### src/rtl/gost_io_ctrl_if.sv
// Byte-stream handshake bundle for gost_io_ctrl.
//   in_valid/in_sel/in_data/in_ready : byte write port (key or data select)
//   out_data/out_valid/out_ready     : result byte stream (valid/ready)
// master = upstream/downstream environment, slave = the sequencer.
interface gost_io_ctrl_if;
    logic       in_valid;
    logic       in_sel;
    logic [7:0] in_data;
    logic       in_ready;
    logic [7:0] out_data;
    logic       out_valid;
    logic       out_ready;

    modport master (
        output in_valid, in_sel, in_data, out_ready,
        input  in_ready, out_data, out_valid
    );

    modport slave (
        input  in_valid, in_sel, in_data, out_ready,
        output in_ready, out_data, out_valid
    );
endinterface

### src/rtl/gost_io_ctrl.sv
// Byte-serial sequencer for the gost_28147_89 core: assembles a 256-bit key
// and 64-bit block from byte writes, launches the core, waits for done under
// a watchdog, then streams the 64-bit result out as eight bytes.
// Ports:
//   clk, rst      : clock, asynchronous active-high reset
//   io (slave)    : byte write port and result byte stream
//   mode, abort   : cipher direction (sampled at launch), synchronous abort
//   busy, key_ok  : status; err_timeout (sticky), err_nokey (pulse)
//   core_*        : load/mode/key/pdata to the core, cdata/done from it
module gost_io_ctrl #(
    parameter int unsigned TIMEOUT = 1000,
    parameter int unsigned TO_W    = 10
) (
    input  logic           clk,
    input  logic           rst,
    gost_io_ctrl_if.slave  io,
    input  logic           mode,
    input  logic           abort,
    output logic           busy,
    output logic           key_ok,
    output logic           err_timeout,
    output logic           err_nokey,
    output logic           core_load,
    output logic           core_mode,
    output logic [255:0]   core_key,
    output logic [63:0]    core_pdata,
    input  logic [63:0]    core_cdata,
    input  logic           core_done
);

    typedef enum logic [1:0] {
        S_IDLE   = 2'd0,
        S_LAUNCH = 2'd1,
        S_WAIT   = 2'd2,
        S_DRAIN  = 2'd3
    } state_t;

    localparam logic [TO_W-1:0] WDOG_LAST = TO_W'(TIMEOUT - 1);

    state_t          r_state;
    state_t          w_state_nxt;

    logic [255:0]    r_key;
    logic [4:0]      r_key_cnt;
    logic            r_key_ok;
    logic [63:0]     r_pdata;
    logic [2:0]      r_dat_cnt;
    logic [63:0]     r_shift;
    logic [2:0]      r_out_cnt;
    logic [TO_W-1:0] r_wdog;
    logic            r_err_timeout;
    logic            r_err_nokey;
    logic            r_core_load;
    logic            r_core_mode;
    logic            r_in_ready;
    logic            r_busy;
    logic            r_out_valid;

    logic            w_key_wr;
    logic            w_dat_wr;
    logic            w_launch;
    logic            w_capture;
    logic            w_timeout;
    logic            w_shift;
    logic            w_nokey;

    // State register
    always_ff @(posedge clk or posedge rst) begin
        if (rst) r_state <= S_IDLE;
        else     r_state <= w_state_nxt;
    end

    // Next state and datapath strobes; abort overrides every other event
    always_comb begin
        w_state_nxt = r_state;
        w_key_wr    = 1'b0;
        w_dat_wr    = 1'b0;
        w_launch    = 1'b0;
        w_capture   = 1'b0;
        w_timeout   = 1'b0;
        w_shift     = 1'b0;
        w_nokey     = 1'b0;
        if (abort) begin
            w_state_nxt = S_IDLE;
        end else begin
            case (r_state)
                S_IDLE: begin
                    if (io.in_valid) begin
                        if (!io.in_sel) begin
                            w_key_wr = 1'b1;
                        end else begin
                            w_dat_wr = 1'b1;
                            if (r_dat_cnt == 3'd7) begin
                                if (r_key_ok) begin
                                    w_launch    = 1'b1;
                                    w_state_nxt = S_LAUNCH;
                                end else begin
                                    w_nokey = 1'b1;
                                end
                            end
                        end
                    end
                end
                S_LAUNCH: w_state_nxt = S_WAIT;
                S_WAIT: begin
                    // Watchdog at zero marks the first WAIT cycle: a done
                    // left over from an earlier block is not trusted there.
                    if ((r_wdog != '0) && core_done) begin
                        w_capture   = 1'b1;
                        w_state_nxt = S_DRAIN;
                    end else if (r_wdog == WDOG_LAST) begin
                        w_timeout   = 1'b1;
                        w_state_nxt = S_IDLE;
                    end
                end
                S_DRAIN: begin
                    if (r_out_valid && io.out_ready) begin
                        w_shift = 1'b1;
                        if (r_out_cnt == 3'd7) w_state_nxt = S_IDLE;
                    end
                end
                default: w_state_nxt = S_IDLE;
            endcase
        end
    end

    // Key assembly; byte n lands at bit 255-8n, i.e. index {~n, 3'b111}
    always_ff @(posedge clk or posedge rst) begin
        if (rst) begin
            r_key     <= '0;
            r_key_cnt <= '0;
            r_key_ok  <= 1'b0;
        end else if (w_key_wr) begin
            r_key[{~r_key_cnt, 3'b111} -: 8] <= io.in_data;
            r_key_cnt <= r_key_cnt + 5'd1;
            if (r_key_cnt == 5'd0)  r_key_ok <= 1'b0;
            if (r_key_cnt == 5'd31) r_key_ok <= 1'b1;
        end
    end

    // Data block assembly
    always_ff @(posedge clk or posedge rst) begin
        if (rst) begin
            r_pdata   <= '0;
            r_dat_cnt <= '0;
        end else if (abort) begin
            r_dat_cnt <= '0;
        end else if (w_dat_wr) begin
            r_pdata[{~r_dat_cnt, 3'b111} -: 8] <= io.in_data;
            r_dat_cnt <= r_dat_cnt + 3'd1;
        end
    end

    // Watchdog, error flags and launch controls
    always_ff @(posedge clk or posedge rst) begin
        if (rst) begin
            r_wdog        <= '0;
            r_err_timeout <= 1'b0;
            r_err_nokey   <= 1'b0;
            r_core_mode   <= 1'b0;
        end else begin
            r_err_nokey <= w_nokey;
            if (w_launch) begin
                r_wdog        <= '0;
                r_err_timeout <= 1'b0;
                r_core_mode   <= mode;
            end else begin
                if (r_state == S_WAIT) r_wdog <= r_wdog + TO_W'(1);
                if (w_timeout)         r_err_timeout <= 1'b1;
            end
        end
    end

    // Result shift register and transfer counter
    always_ff @(posedge clk or posedge rst) begin
        if (rst) begin
            r_shift   <= '0;
            r_out_cnt <= '0;
        end else if (w_capture) begin
            r_shift   <= core_cdata;
            r_out_cnt <= '0;
        end else if (w_shift) begin
            r_shift   <= {r_shift[55:0], 8'h00};
            r_out_cnt <= r_out_cnt + 3'd1;
        end
    end

    // State-decoded outputs, registered from the next state
    always_ff @(posedge clk or posedge rst) begin
        if (rst) begin
            r_in_ready  <= 1'b1;
            r_busy      <= 1'b0;
            r_out_valid <= 1'b0;
            r_core_load <= 1'b0;
        end else begin
            r_in_ready  <= (w_state_nxt == S_IDLE);
            r_busy      <= (w_state_nxt != S_IDLE);
            r_out_valid <= (w_state_nxt == S_DRAIN);
            r_core_load <= (w_state_nxt == S_LAUNCH);
        end
    end

    assign io.in_ready  = r_in_ready;
    assign io.out_valid = r_out_valid;
    assign io.out_data  = r_shift[63:56];
    assign busy         = r_busy;
    assign key_ok       = r_key_ok;
    assign err_timeout  = r_err_timeout;
    assign err_nokey    = r_err_nokey;
    assign core_load    = r_core_load;
    assign core_mode    = r_core_mode;
    assign core_key     = r_key;
    assign core_pdata   = r_pdata;

endmodule

### src/flat_wrapper.sv
// flat-port wrapper written by rule: the top's interface ports become plain ports
module gost_io_ctrl_flat 
#(
    parameter int unsigned TIMEOUT = 1000,
    parameter int unsigned TO_W    = 10
)
  (clk, rst, mode, abort, busy, key_ok, err_timeout, err_nokey, core_load, core_mode, core_key, core_pdata, core_cdata, core_done, io_in_valid, io_in_sel, io_in_data, io_out_ready, io_in_ready, io_out_data, io_out_valid);
  gost_io_ctrl_if io_i ();
  input  logic clk;
  input  logic rst;
  input  logic mode;
  input  logic abort;
  output logic busy;
  output logic key_ok;
  output logic err_timeout;
  output logic err_nokey;
  output logic core_load;
  output logic core_mode;
  output logic [255:0] core_key;
  output logic [63:0] core_pdata;
  input  logic [63:0] core_cdata;
  input  logic core_done;
  input wire logic [$bits(io_i.in_valid)-1:0] io_in_valid;
  input wire logic [$bits(io_i.in_sel)-1:0] io_in_sel;
  input wire logic [$bits(io_i.in_data)-1:0] io_in_data;
  input wire logic [$bits(io_i.out_ready)-1:0] io_out_ready;
  output wire logic [$bits(io_i.in_ready)-1:0] io_in_ready;
  output wire logic [$bits(io_i.out_data)-1:0] io_out_data;
  output wire logic [$bits(io_i.out_valid)-1:0] io_out_valid;
  assign io_i.in_valid = io_in_valid;
  assign io_i.in_sel = io_in_sel;
  assign io_i.in_data = io_in_data;
  assign io_i.out_ready = io_out_ready;
  assign io_in_ready = io_i.in_ready;
  assign io_out_data = io_i.out_data;
  assign io_out_valid = io_i.out_valid;
  gost_io_ctrl #(.TIMEOUT(TIMEOUT), .TO_W(TO_W)) u_core (.clk(clk), .rst(rst), .io(io_i), .mode(mode), .abort(abort), .busy(busy), .key_ok(key_ok), .err_timeout(err_timeout), .err_nokey(err_nokey), .core_load(core_load), .core_mode(core_mode), .core_key(core_key), .core_pdata(core_pdata), .core_cdata(core_cdata), .core_done(core_done));
endmodule
### config.mk
export PLATFORM = sky130hd
export DESIGN_NAME = gost_io_ctrl_flat
export DESIGN_NICKNAME = d
export VERILOG_FILES = /design/src/rtl/gost_io_ctrl_if.sv /design/src/rtl/gost_io_ctrl.sv /design/src/flat_wrapper.sv
export SDC_FILE = /design/constraint.sdc
export NUM_CORES = 1
export LEC_CHECK = 0
export CAP_MARGIN = 20
export CORE_MARGIN = 2
export CORE_UTILIZATION = 46
export CTS_CLUSTER_DIAMETER = 120
export DETAILED_ROUTE_END_ITERATION = 6
export GPL_ROUTABILITY_DRIVEN = 0
export PLACE_DENSITY = 0.77
export SKIP_LAST_GASP = 1
export SLEW_MARGIN = 10
export SYNTH_ARGS = -nofsm -noshare
export SYNTH_HDL_FRONTEND = slang
export SYNTH_SLANG_ARGS = --single-unit
### constraint.sdc
create_clock -name clk -period 16.3 [get_ports clk]
set_input_delay 4.89 -clock clk [delete_from_list [all_inputs] [get_ports clk]]
set_output_delay 4.89 -clock clk [all_outputs]
set_load 0.005 [all_outputs]
Yosys cells after proc, flatten, opt, wreduce, memory -nomap -nowiden. Index checks and enable logic that the tools add are counted.

$add $sub $neg: 6. Equality and inequality tests: 9. Shift-type cells: 4. Muxes and demuxes: 54. Bitwise operators: 3. Reduce and logical (&&, ||, !) cells: 14.

Operators with widths (number): $shift 8x10->263 const A (1); $shiftx 8x10->263 (1); $bwmux 256 (1); $mux 64 (2); $shift 8x8->71 const A (1); $shiftx 8x8->71 (1); $bwmux 64 (1); $mux 1 (34); $mux 10 (2); $mux 2 (9); $mux 3 (4); $reduce_bool 2->1 (6); $add 10x1->10 const B (1); $eq 10x10->1 const B (1); $neg 8->10 (1); $reduce_bool 10->1 (1); $neg 6->8 (1); $pmux 2 s4 (1); $add 3x1->3 const B (2); $eq 2x2->1 const B (3); $eq 3x3->1 const B (2); $add 5x1->5 const B (1); $eq 5x5->1 const B (1); $logic_not 5->1 (1); 7 further kinds (11).

Register bits after elaboration: 415. Output and inout bits: 336. Word-level logic and storage cells: 106.

Logic depth before layout (Yosys ltp). Gate-level depths: netlist of run 1.

Depth in word-level cells: 7. Gate-level depth with buffers: 8. Mapped depth without buffers: 6.

Least setup slack after synthesis of run 1. Ideal clock, no wire load.

Path type: input-to-reg. Start point: input abort. End point: register u_core.r_key[232], in the netlist u_core.core_key[232]. Arrival time: 6.664 ns. Slack: 9.511 ns. Cell stages on the path: 8. Buffers on the path: 4. Path through: buf_6 -> or4b_4 -> buf_6 -> nor3_1 -> clkbuf_2 -> and3_1 -> buf_4 -> mux2_2.

Cells in the longest elaborated chain, start to end: 1.

RTL lines: from (decl) (RTL line flat_wrapper.sv:12) `input logic abort;`; $mux 1 (RTL line gost_io_ctrl.sv:83) `if (abort) begin`; to (signal, indexed assignment) (RTL line gost_io_ctrl.sv:134) `r_key[{~r_key_cnt, 3'b111} -: 8] <= io.in_data;`; to (decl) (RTL line gost_io_ctrl.sv:43) `logic [255:0] r_key;`.

No other way between the ends. A chain may end at the register's enable or synchronous reset.

Final worst setup path of run 1.
Start point: input abort. End point: register u_core.r_key[169], in the netlist u_core.core_key[169].

The elaborated chain is that of the path after synthesis.

==> results of run 1 <==
flip-flops by register name, summed over array words and instances (netlist names), 2 cells and up:
signal / cells
u_core.core_key: 256
u_core.core_pdata: 64
u_core.r_shift: 64
u_core.r_wdog: 10
u_core.r_key_cnt: 5
u_core.r_dat_cnt: 3
u_core.r_out_cnt: 3
u_core.r_state: 2
stage by stage:
stage / setup WS [ps] / instance area [µm²] / hold slack [ps]
detailed placement: 8170 / 22400 / 469
finish: 8730 / 24000 / 481
floorplan: 5820 / 17900 / 467
CTS: 8770 / 23900 / 483
global route: 8660 / 24000 / 501
global placement: 8210 / 22400 / 464
worst max-delay path: stages:
cell             delay, ps
clkdlybuf4s50_1        610
or4b_4                 690
nor3_2                 870
and3_1                 550
mux2_2                 400
logic make-up (layout without fill, tap and decap cells):
logic type | after synthesis | count (layout) | synth area share
flip-flops | 415 | 415 | 0.579
multiplexers | 356 | 356 | 0.235
AND/OR/NAND/NOR | 345 | 345 | 0.108
buffers and inverters | 112 | 533 | 0.0303
AO/OA/AOI/OAI | 95 | 95 | 0.0297
adder cells (fa/ha/maj) | 17 | 17 | 0.0119
XOR/XNOR | 11 | 11 | 0.00537
other | 0 | 2 | 0
metal layers:
metal  up-vias  global-route usage
li1       5505                   -
met1      6369               0.327
met2       500               0.419
met3        95              0.0680
met4         0              0.0932
met5         -                   0
how the worst max path moves through the flow:
stage / from / to / slack [ps] / depth (start not counted)
4_1_cts: abort / u_core.core_key[169] / 8770 / 5
2_1_floorplan: rst / u_core.busy / 5820 / 1
3_5_place_dp: abort / u_core.core_key[129] / 8170 / 5
5_1_grt: abort / u_core.core_key[138] / 8660 / 5
6_report: abort / u_core.core_key[169] / 8730 / 5
3_3_place_gp: abort / u_core.core_key[197] / 8210 / 5
Yosys cell counts, drive strengths merged:
master | instances | area [µm²]
and4 | 1 | 8.76
nor3 | 10 | 50.1
nor2b | 3 | 18.8
o21bai | 1 | 7.51
clkinv | 1 | 3.75
o21ai | 75 | 375
or3 | 3 | 18.8
nand2 | 57 | 224
a22o | 1 | 8.76
a221o | 8 | 80.1
nand2b | 1 | 6.26
nor3b | 1 | 12.5
or4b | 1 | 13.8
ha | 17 | 213
o21a | 1 | 7.51
xor2 | 4 | 35.0
dfstp | 1 | 26.3
nor4b | 4 | 50.1
inv | 20 | 75.1
dfrtp | 414 | 10400
nand4b | 1 | 8.76
and2 | 43 | 269
and3b | 2 | 17.5
and3 | 58 | 363
nor4 | 1 | 6.26
xnor2 | 7 | 61.3
buf | 36 | 257
nand3 | 85 | 561
nand4 | 6 | 37.5
a31oi | 2 | 12.5
clkbuf | 55 | 208
a211oi | 1 | 7.51
a21oi | 5 | 25.0
nor2 | 65 | 249
mux2 | 307 | 3730
mux2i | 49 | 490
o41ai | 1 | 8.76
nand3b | 3 | 30.0
layout make-up:
type                            count  area (µm²)  area share
Clock inverter                     11         125     0.00522
Multi-Input combinational cell    824        7040       0.294
Timing Repair Buffer              432        4330       0.180
Sequential cell                   415       10400       0.433
Clock buffer                       69        1370      0.0569
Antenna cell                        2        5.00    0.000209
Inverter                           21        82.6     0.00344
Tap cell                          518         648      0.0270
power by group:
| part | total (µW) | internal, µW | switching (µW) |
|---|---|---|---|
| Clock | 1020 | 607 | 415 |
| Combinational | 526 | 260 | 266 |
| Sequential | 1220 | 1130 | 89.5 |
==> out/metrics.cfg, run 1 <==
[synth]
ys_ff_latch=415
ys_types=52
synth_nets=1448
synth_area_per_cell_um2=13.3
synth_cells=1351
synth_area_mm2=0.0179
seq_area_frac_synth=0.579
ys_warn_count=0

[sta]
min_period_ps=7570
rsz0062_at_grt=no
slew_violations=0
fmax_mhz=132
final.setup.tns_ps=0
hold_viol_final=0
relSlewSlack=0.242
finalClockSkew_ps=27.8
worst_slew_pin_slew_ps=1130
setup_viol=0
period_share=0.464

[detailed_routing]
avgRoutedWirePerCell_um=22.6
wl_met3_um=4070
vias=12500
via_per_inst=5.44
top_layer_used=met4
drt-initial-drc-count=632
wl_met1_um=20900
drt-total-wl_um=51800
dr_wl_met2_um=25100
drc=0
ant_nets=0
firstDrtPassIters=5

[worst_hold_path]
min_to=u_core.core_pdata[6]
min_path_type=reg2reg
hold_start=u_core.core_pdata[6]
min_delay_path_depth=2

[floorplanning]
fp.coreArea_mm2=0.0386
rows=72
die_x_um=201
start_util=0.465
die_y_um=201
die-area_mm2=0.0406
boundaryPins=416

[flow_run]
cap_viol_max_count=0

[global_routing]
grt_usage=0.256
grt_max_degree=161
grt_pass1_wl_um=79800
grt_pass1_vias=13000
antenna_found_initial=2
grt_overflow=0

[setup_path]
cp.required_ps=16750
crit_type=in2reg
start_kind=primary input
cp_data_arrival_time_ps=8010
critPathMaxFanout=12
r2r_cells=4
reg2reg_to=u_core.core_key[169]
reg2reg_from=u_core.r_state[1]
r2r_slack_ps=13240
endpoint_kind=flop

[placed_design]
portBuffers=415
dp.cells=2208
place_hpwl_um=36200

[pwr]
leakagePower_uw=0.0112
p_per_area_mw_per_mm2=115
vdd_drop_max_uv=78.2
power_uw=2770

[clocking]
clk_pin_slew_ps=60
post_cts_buffers=0
clk-insertion-delay-late_ps=570
cts.path.max_buffers=3
cts_tree=done
cts-root-buf=clkbuf_16
cts_buffers=44
cts_max_level=2
postCtsHoldBufs=0
clock_sinks=415
cts_resized=0

[cells_and_area]
fin_cells=2292
final_util=0.622
final_cell_mix=clkdlybuf4s50_1 (415), dfrtp_1 (414), mux2_2 (232)
drive_gt1_frac=0.238
area_growth_pct=33.7
final_common_cell=clkdlybuf4s50_1
nFillCells=3004
layout.nets=1835

[status]
status=finished, final reports clean

Power figures use the tool's default switching activity.
==> run 2, diff against run 1 <==
--- a/config.mk
+++ b/config.mk
@@ -7,11 +7,11 @@
 export LEC_CHECK = 0
 export CAP_MARGIN = 20
 export CORE_MARGIN = 2
-export CORE_UTILIZATION = 46
+export CORE_UTILIZATION = 50
 export CTS_CLUSTER_DIAMETER = 120
 export DETAILED_ROUTE_END_ITERATION = 6
 export GPL_ROUTABILITY_DRIVEN = 0
-export PLACE_DENSITY = 0.77
+export PLACE_DENSITY = 0.8
 export SKIP_LAST_GASP = 1
 export SLEW_MARGIN = 10
 export SYNTH_ARGS = -nofsm -noshare
==> constraint.sdc (replaced) <==
create_clock -name clk -period 7.7 [get_ports clk]
set_input_delay 2.31 -clock clk [delete_from_list [all_inputs] [get_ports clk]]
set_output_delay 2.31 -clock clk [all_outputs]
set_load 0.005 [all_outputs]
==> run 2 against run 1 <==
  * Global-route usage grew 1.3 points
  * Sequential power grew 110%
  * Critical path depth grew 1
  * Critical endpoint is now u_core.core_key[59]
==> out/metrics.cfg, run 2 (same netlist as run 1, synthesis figures left out) <==
[cells_and_area]
drive_gt1_frac=0.232  ; -0.00595
final_cell_mix=clkdlybuf4s50_1 (415), dfrtp_1 (414), mux2_2 (232)
area_growth_pct=32.8
antennaDiodeCount=0  ; -2
layout.nets=1836  ; +0.054%
final_common_cell=clkdlybuf4s50_1
largest_reg_flops=256  ; unchanged
final_util=0.671  ; +0.0494

[clocking]
clk-insertion-delay-late_ps=540  ; -30 ps
cts_tree=done
cts-root-buf=clkbuf_16
cts_resized=0  ; unchanged
clock_sinks=415  ; unchanged
clk_pin_slew_ps=60  ; about the same
cts_max_level=2  ; unchanged
postCtsHoldBufs=0  ; unchanged
cts_buffers=44  ; unchanged
cts.path.max_buffers=3  ; unchanged
post_cts_buffers=0  ; unchanged

[setup_path]
cp_data_arrival_time_ps=5510  ; -2500 ps
crit_chain=clkdlybuf4s50_1 > or4b_4 > nor3b_4 > buf_4 > nand3_2 > mux2_2
critPathMaxFanout=12  ; unchanged
crit_family=simple AND/OR/NAND/NOR gates
r2r_cells=5  ; +1
endpoint_kind=flop
start_kind=primary input
cp.required_ps=8120  ; -8630 ps
cp_slowest_stage_delay_ps=880  ; about the same
path_buf_inv=2  ; +1
cp_num_cells=6  ; +1
crit_type=in2reg
cpMaxStageDelayCell=nor3b_4

[placed_design]
place_hpwl_um=35900  ; -0.74%
portBuffers=415  ; unchanged

[floorplanning]
rows=69  ; -4.2%
die_x_um=193  ; -4.0%
die_y_um=193  ; -4.0%
boundaryPins=416  ; unchanged
fp.coreArea_mm2=0.0355  ; -8.0%
start_util=0.505  ; +0.0403
die-area_mm2=0.0374  ; -7.8%

[global_routing]
grt_pass1_wl_um=78000  ; -2.3%
grt_max_degree=105  ; -35%
grt_usage=0.268  ; +0.0128
grt_overflow=0  ; unchanged
grt_pass1_vias=12900  ; -0.50%
antenna_found_initial=2  ; unchanged

[detailed_routing]
ant_nets=0  ; unchanged
via_per_inst=5.55  ; +1.9%
vias=12400  ; -0.79%
drt-total-wl_um=50600  ; -2.3%
firstDrtPassIters=6  ; +1
drc=0  ; unchanged
avgRoutedWirePerCell_um=22.7  ; +0.38%
drt-initial-drc-count=807  ; +28%

[sta]
fmax_mhz=196
min_period_ps=5090
finalClockSkew_ps=8.52  ; -19.3 ps
rsz0062_at_grt=no
setup_viol=0  ; unchanged
hold_viol_final=0  ; unchanged
relSlewSlack=0.270  ; +0.0282
whs_ps=496  ; +15.0 ps
slew_violations=0  ; unchanged
period_share=0.661
worst_slew_pin_slew_ps=1090  ; -39.6 ps

[worst_hold_path]
min_path_type=reg2reg
min_delay_path_depth=2  ; unchanged

[pwr]
leakagePower_uw=0.0112  ; -0.45%
p_per_area_mw_per_mm2=243  ; +110%
power_uw=5780  ; +110%
vdd_drop_max_uv=194  ; +150%

[status]
status=finished, final reports clean

[flow_run]
cap_viol_max_count=0  ; unchanged

-- run 2: worst register-to-register path: stages (launching register included) --
cell	delay, ps
dfrtp_1	490
or4b_4	650
nor3b_4	880
buf_4	360
nand3_2	240
mux2_2	360
-- run 2: routing by layer --
layer / share of wire / up-vias / GRT usage
met3: 0.071 / 79 / 0.0654
met5: 0 / - / 0
met4: 0.028 / 0 / 0.0800
met2: 0.49 / 469 / 0.445
li1: - / 5506 / -
met1: 0.41 / 6317 / 0.352
-- run 2: layout make-up --
type	count	area [µm²]
Fill cell	2531	11700
Timing Repair Buffer	433	4320
Inverter	21	82.6
Clock inverter	10	155
Multi-Input combinational cell	824	7040
Tap cell	461	577
Clock buffer	67	1260
Sequential cell	415	10400
-- run 2: final timing paths --
| kind | slack [ps] | end | startpoint |
|---|---|---|---|
| setup / recovery | 2610 | u_core.core_key[59] | abort |
| hold / removal | 500 | u_core.core_pdata[2] | u_core.core_pdata[2] |
| setup reg to reg | 4590 | u_core.core_key[59] | u_core.r_state[1] |
| hold reg to reg | 500 | u_core.core_pdata[2] | u_core.core_pdata[2] |
| max in group asynchronous | 4010 | u_core.core_pdata[53] | rst |
| min in group asynchronous | 2180 | u_core.core_key[89] | rst |
-- run 2: metrics by stage --
stage | worst slack (ps) | cell area (µm²) | TNS, ps | cells
after floorplan | -205 | 17900 | -84770 | 1351
after global placement | 2160 | 22400 | 0 | 2153
after detailed placement | 2050 | 22400 | 0 | 2153
after CTS | 2620 | 23800 | 0 | 2230
after global routing | 2430 | 23800 | 0 | 2231
final | 2610 | 23800 | 0 | 2231
-- run 2: report_power, final --
part	total (µW)	switching, µW	internal (µW)	leakage (µW)
clock	2100	842	1260	0.000683
sequential	2570	184	2390	0.00563
combinational	1110	561	549	0.00484
